[src/rtl/shift_seq_unit.sv]
// Multi-cycle sequential shifter: one bit position per clock, valid/ready on both sides.
// Supports SHL, logical SHR, arithmetic SSHR and signed-amount BIDIR with a sticky shifted-out flag.
module shift_seq_unit #(
    parameter int WIDTH = 8,
    parameter int AMT_W = 5
) (
    input  logic             clk,
    input  logic             rst_n,
    input  logic             in_valid,
    output logic             in_ready,
    input  logic [WIDTH-1:0] in_data,
    input  logic [AMT_W-1:0] in_amt,
    input  logic [1:0]       in_op,
    output logic             out_valid,
    input  logic             out_ready,
    output logic [WIDTH-1:0] out_data,
    output logic             out_sticky
);

    localparam int CNT_W = $clog2(WIDTH + 1);

    typedef enum logic [1:0] {
        IDLE  = 2'b00,
        SHIFT = 2'b01,
        DONE  = 2'b10
    } state_e;

    typedef enum logic [1:0] {
        OP_SHL   = 2'b00,
        OP_SHR   = 2'b01,
        OP_SSHR  = 2'b10,
        OP_BIDIR = 2'b11
    } op_e;

    state_e           state_q, state_d;
    logic [CNT_W-1:0] count_q, count_d;
    logic [WIDTH-1:0] data_q, data_d;
    logic             sticky_q, sticky_d;
    logic             left_q, left_d;
    logic             arith_q, arith_d;
    logic             ready_q, ready_d;

    logic [AMT_W:0]   mag;
    logic [CNT_W-1:0] count_load;
    logic             amt_neg;
    logic             accept;

    // BIDIR amounts are two's complement; one extra bit keeps the most negative value representable.
    always_comb begin
        amt_neg = (op_e'(in_op) == OP_BIDIR) && in_amt[AMT_W-1];
        mag     = {1'b0, in_amt};
        if (amt_neg) begin
            mag = -{in_amt[AMT_W-1], in_amt};
        end
        if (32'(mag) >= 32'(WIDTH)) begin
            count_load = CNT_W'(WIDTH);
        end else begin
            count_load = CNT_W'(mag);
        end
    end

    assign accept = in_valid && ready_q;

    // NOTE: every signal driven here gets a default first, so no path can leave one unassigned and infer a latch.
    always_comb begin
        state_d  = state_q;
        count_d  = count_q;
        data_d   = data_q;
        sticky_d = sticky_q;
        left_d   = left_q;
        arith_d  = arith_q;

        case (state_q)
            IDLE: begin
                if (accept) begin
                    data_d   = in_data;
                    sticky_d = 1'b0;
                    left_d   = (op_e'(in_op) == OP_SHL) || amt_neg;
                    arith_d  = (op_e'(in_op) == OP_SSHR) ||
                               ((op_e'(in_op) == OP_BIDIR) && !amt_neg);
                    count_d  = count_load;
                    state_d  = (count_load == '0) ? DONE : SHIFT;
                end
            end

            SHIFT: begin
                if (count_q != '0) begin
                    if (left_q) begin
                        sticky_d = sticky_q | data_q[WIDTH-1];
                        data_d   = {data_q[WIDTH-2:0], 1'b0};
                    end else begin
                        sticky_d = sticky_q | data_q[0];
                        data_d   = {arith_q & data_q[WIDTH-1], data_q[WIDTH-1:1]};
                    end
                    count_d = count_q - CNT_W'(1);
                end
                if (count_q <= CNT_W'(1)) begin
                    state_d = DONE;
                end
            end

            DONE: begin
                if (out_ready) begin
                    state_d = IDLE;
                end
            end

            default: state_d = IDLE;
        endcase
    end

    // Registered ready stays low through reset and rises on the first edge after release.
    assign ready_d = (state_d == IDLE);

    // NOTE: sequential state uses non-blocking assignments so every flop samples pre-edge values.
    always_ff @(posedge clk or negedge rst_n) begin
        if (!rst_n) begin
            state_q  <= IDLE;
            count_q  <= '0;
            data_q   <= '0;
            sticky_q <= 1'b0;
            left_q   <= 1'b0;
            arith_q  <= 1'b0;
            ready_q  <= 1'b0;
        end else begin
            state_q  <= state_d;
            count_q  <= count_d;
            data_q   <= data_d;
            sticky_q <= sticky_d;
            left_q   <= left_d;
            arith_q  <= arith_d;
            ready_q  <= ready_d;
        end
    end

    assign in_ready   = ready_q;
    assign out_valid  = (state_q == DONE);
    assign out_data   = data_q;
    assign out_sticky = sticky_q;

endmodule

[config.mk]
export PLATFORM = sky130hd
export DESIGN_NAME = shift_seq_unit
export DESIGN_NICKNAME = d
export VERILOG_FILES = /design/src/rtl/shift_seq_unit.sv
export SDC_FILE = /design/constraint.sdc
export NUM_CORES = 1
export LEC_CHECK = 0
export CAP_MARGIN = 10
export CORE_MARGIN = 2
export CORE_UTILIZATION = 35
export CTS_CLUSTER_SIZE = 24
export DETAILED_ROUTE_END_ITERATION = 8
export PLACE_DENSITY_LB_ADDON = 0.2
export SYNTH_ARGS = -nofsm -noshare
export SYNTH_HDL_FRONTEND = slang
export SYNTH_SLANG_ARGS = --single-unit
[constraint.sdc]
create_clock -name clk -period 1.7 [get_ports clk]
set_input_delay 0.255 -clock clk [delete_from_list [all_inputs] [get_ports clk]]
set_output_delay 0.255 -clock clk [all_outputs]
set_load 0.05 [all_outputs]
==> results.cfg <==
[worst_setup_path]
critical_path_class = primary input to flop
cp-end-kind = flop
crit_chain = clkdlybuf4s50_1 -> inv_1 -> ha_4 -> buf_4 -> nor4bb_1 -> a21oi_1 -> o311ai_2 -> a31o_1
critPathMaxFanout = 4
crit_required_ns = 1.94
crit_arrival_ns = 1.89
slowest_stage = clkdlybuf4s50_1
critPathMaxStageDelay_ns = 0.48
startpoint_type = primary input
path_buf_inv = 3
crit_family = buffers and inverters

[floorplan]
dieArea_um2 = 3990
fp.dieH_um = 63.2
start_util = 0.367
dieWidth_um = 63.2
io_pins = 30
row_count = 21
fp.coreArea_um2 = 3340

[placed_design]
port_buffers = 29
dp_hpwl_mm = 2.36
globalplace.congestion = 0.738
placed_area_um2 = 1710

[cells_and_area]
final_area_um2 = 1760
drive_gt1_frac = 0.261
fin_nets = 212
diodes = 0
area_growth_pct = 43.4

[logic_synthesis]
synth-edff-count = 0
syn_avg_cell_area_um2 = 8.94
synth_xor_area_frac = 0.0215
yosys.area_share.simple = 0.227
synthAdderAreaFrac = 0.0409
synth_cell_type_count = 44
synth_top_family_by_area = compound AO/OA/AOI/OAI gates
synth_cells = 137
async_reset_ff_frac = 1.00
syn_area_um2 = 1220
synth_mux_area_frac = 0.0501
synth_ff_type = dfrtp_1
ys_ff_latch = 18
synth_compound_gate_area_share = 0.253
synth.yosys.seq_area_share = 0.368
ys_warn_count = 0
syn_nets = 160

[sta]
fin_crit_ns = 1.65
slew_viol_final = 0
finalHoldViolations = 0
clock.fmax_ghz = 0.605
rsz0062_at_grt = no
clock_skew_ns = 0.000628
fin_hold_ws_ns = 0.287
finalCritPeriodShare = 0.972
worst_pin_slew_ns = 0.456
setup_viol = 0
relSlewSlack = 0.696

[clocking]
clkLatencyLatePin_ns = 0.29
clockBufferDepth = 2
cts_sinks = 18
clkTransAtPathRegs_ns = 0.10
cts_setup_buffers = 0
h-tree-depth = 1
cts_tree = yes
hold_buffers = 0
cts_root_buffer = clkbuf_4
cts_buffers = 3

[global_routing]
overflow = 0
grt.total_usage = 0.165
grt_pass1_wl_mm = 5.18
grt_max_degree = 19
antenna_found_initial = 0
first_global_vias = 1184

[routing]
wirelength_mm = 2.99
drtIter0Drc = 50
route.detailed.drc = 0
postRouteAntennaNets = 0
viasPerCell = 5.14
vias = 1202
drt_pass1_iterations = 4
wl_per_cell_um = 12.8

[run_status]
outcome = finished clean

[power_and_ir_drop]
vdd_drop_max_mv = 0.427
p_leak_nw = 0.768
power_density_nw_per_um2 = 1830

[min_path]
hold_path.class = primary input to asynchronous set/reset pin

[flow_run]
maxCapViolCount = 0
-- where the power goes --
part	switching, mW	internal, mW	leakage (nW)	total [mW]
Clock	0.136	0.131	0.0210	0.266
Combinational	1.17	0.862	0.528	2.03
Sequential	0.259	0.650	0.219	0.909
Total	1.56	1.64	0.768	3.21
-- cells by family after synthesis --
| kind of cell | after synthesis |
|---|---|
| flops | 18 |
| compound gates | 45 |
| buf+inv | 11 |
| xor+xnor | 3 |
| fa+ha+maj | 4 |
| simple gates | 50 |
| mux | 6 |
-- area by class of cell --
type	count	area, um2
inverter	5	18.8
clock buffer	4	36.3
fill	325	1580
sequential	18	450
timing repair buffer	53	455
multi-input combinational	108	738
tap	46	57.6
-- cells in the mapped netlist (all sizes together) (3+ instances only) --
| library cell | number | area [um2] |
|---|---|---|
| a21oi | 8 | 40.0 |
| buf | 6 | 30.0 |
| dfrtp | 18 | 450 |
| ha | 4 | 50.1 |
| inv | 5 | 18.8 |
| mux2i | 5 | 50.1 |
| nand2 | 11 | 41.3 |
| nand2b | 4 | 25.0 |
| nand3 | 3 | 20.0 |
| nor2 | 15 | 56.3 |
| nor2b | 4 | 25.0 |
| nor3 | 3 | 15.0 |
| nor3b | 3 | 27.5 |
| o21a | 6 | 45.0 |
| o21ai | 10 | 50.0 |
| o22ai | 3 | 18.8 |
-- worst paths after layout --
check	startpoint	endpoint	slack, ns	cells after the start
max in group asynchronous	rst_n	out_data[1]	1.22	2
worst min-delay path	rst_n	out_data[3]	0.29	2
min in group clk	arith_q	arith_q	0.49	2
worst max-delay path	in_amt[0]	state_q[1]	0.05	8
worst min register to register	arith_q	arith_q	0.49	2
worst max register to register	count_q[1]	out_data[7]	0.15	8
-- what timing repair did --
item	4_1_cts	5_1_grt
setup endpoints to repair	2	1
gates resized for setup	1	0
endpoints found under the hold margin	0	0
pin swaps	3	2
-- placed cells by master, fill, tap and decap left out, types with 2 or more instances in the layout --
cell | synthesis | final
clkbuf_4 | 0 | 3
ha_1 | 4 | 3
o21ai_0 | 5 | 5
nor2_1 | 15 | 15
o22ai_1 | 3 | 3
buf_4 | 0 | 34
o31ai_1 | 2 | 2
clkdlybuf4s50_1 | 0 | 18
nor3_1 | 3 | 3
a31oi_1 | 2 | 2
dfrtp_1 | 18 | 18
o21a_1 | 6 | 6
mux2i_1 | 5 | 5
xor2_1 | 2 | 2
a211o_1 | 2 | 2
nor2b_1 | 4 | 4
inv_1 | 4 | 4
a211oi_1 | 2 | 2
a21oi_1 | 8 | 8
o21ai_1 | 5 | 5
nor3b_1 | 2 | 2
nand2b_1 | 4 | 4
nand3_1 | 2 | 2
nand2_1 | 11 | 11
-- stage by stage --
stage	setup slack (ns)	power, mW	cells	utilization	TNS, ns
6_report	0.0479	3.21	234	0.526	0
5_1_grt	0.00854	3.47	234	0.526	0
4_1_cts	0.0478	3.23	234	0.526	0
3_5_place_dp	-0.324	2.95	230	0.512	-1.46
3_3_place_gp	-0.246	2.90	230	0.512	-1.08
2_1_floorplan	0.124	2.29	137	-	0
-- state kept, by name, summed over array words and instances, names as in the netlist --
signal and flops:
state_q 2, out_sticky 1, count_q 4, arith_q 1, out_data 8, left_q 1
in_ready 1
-- metal layers --
metal / GRT usage / share of wire / vias to the layer above
met5: 0 / 0 / -
met2: 0.293 / 0.52 / 30
met3: 0.0179 / 0.036 / 4
li1: - / - / 610
met1: 0.187 / 0.42 / 558
met4: 0.103 / 0.023 / 0
Note: power is estimated with default switching activity, not from simulation.
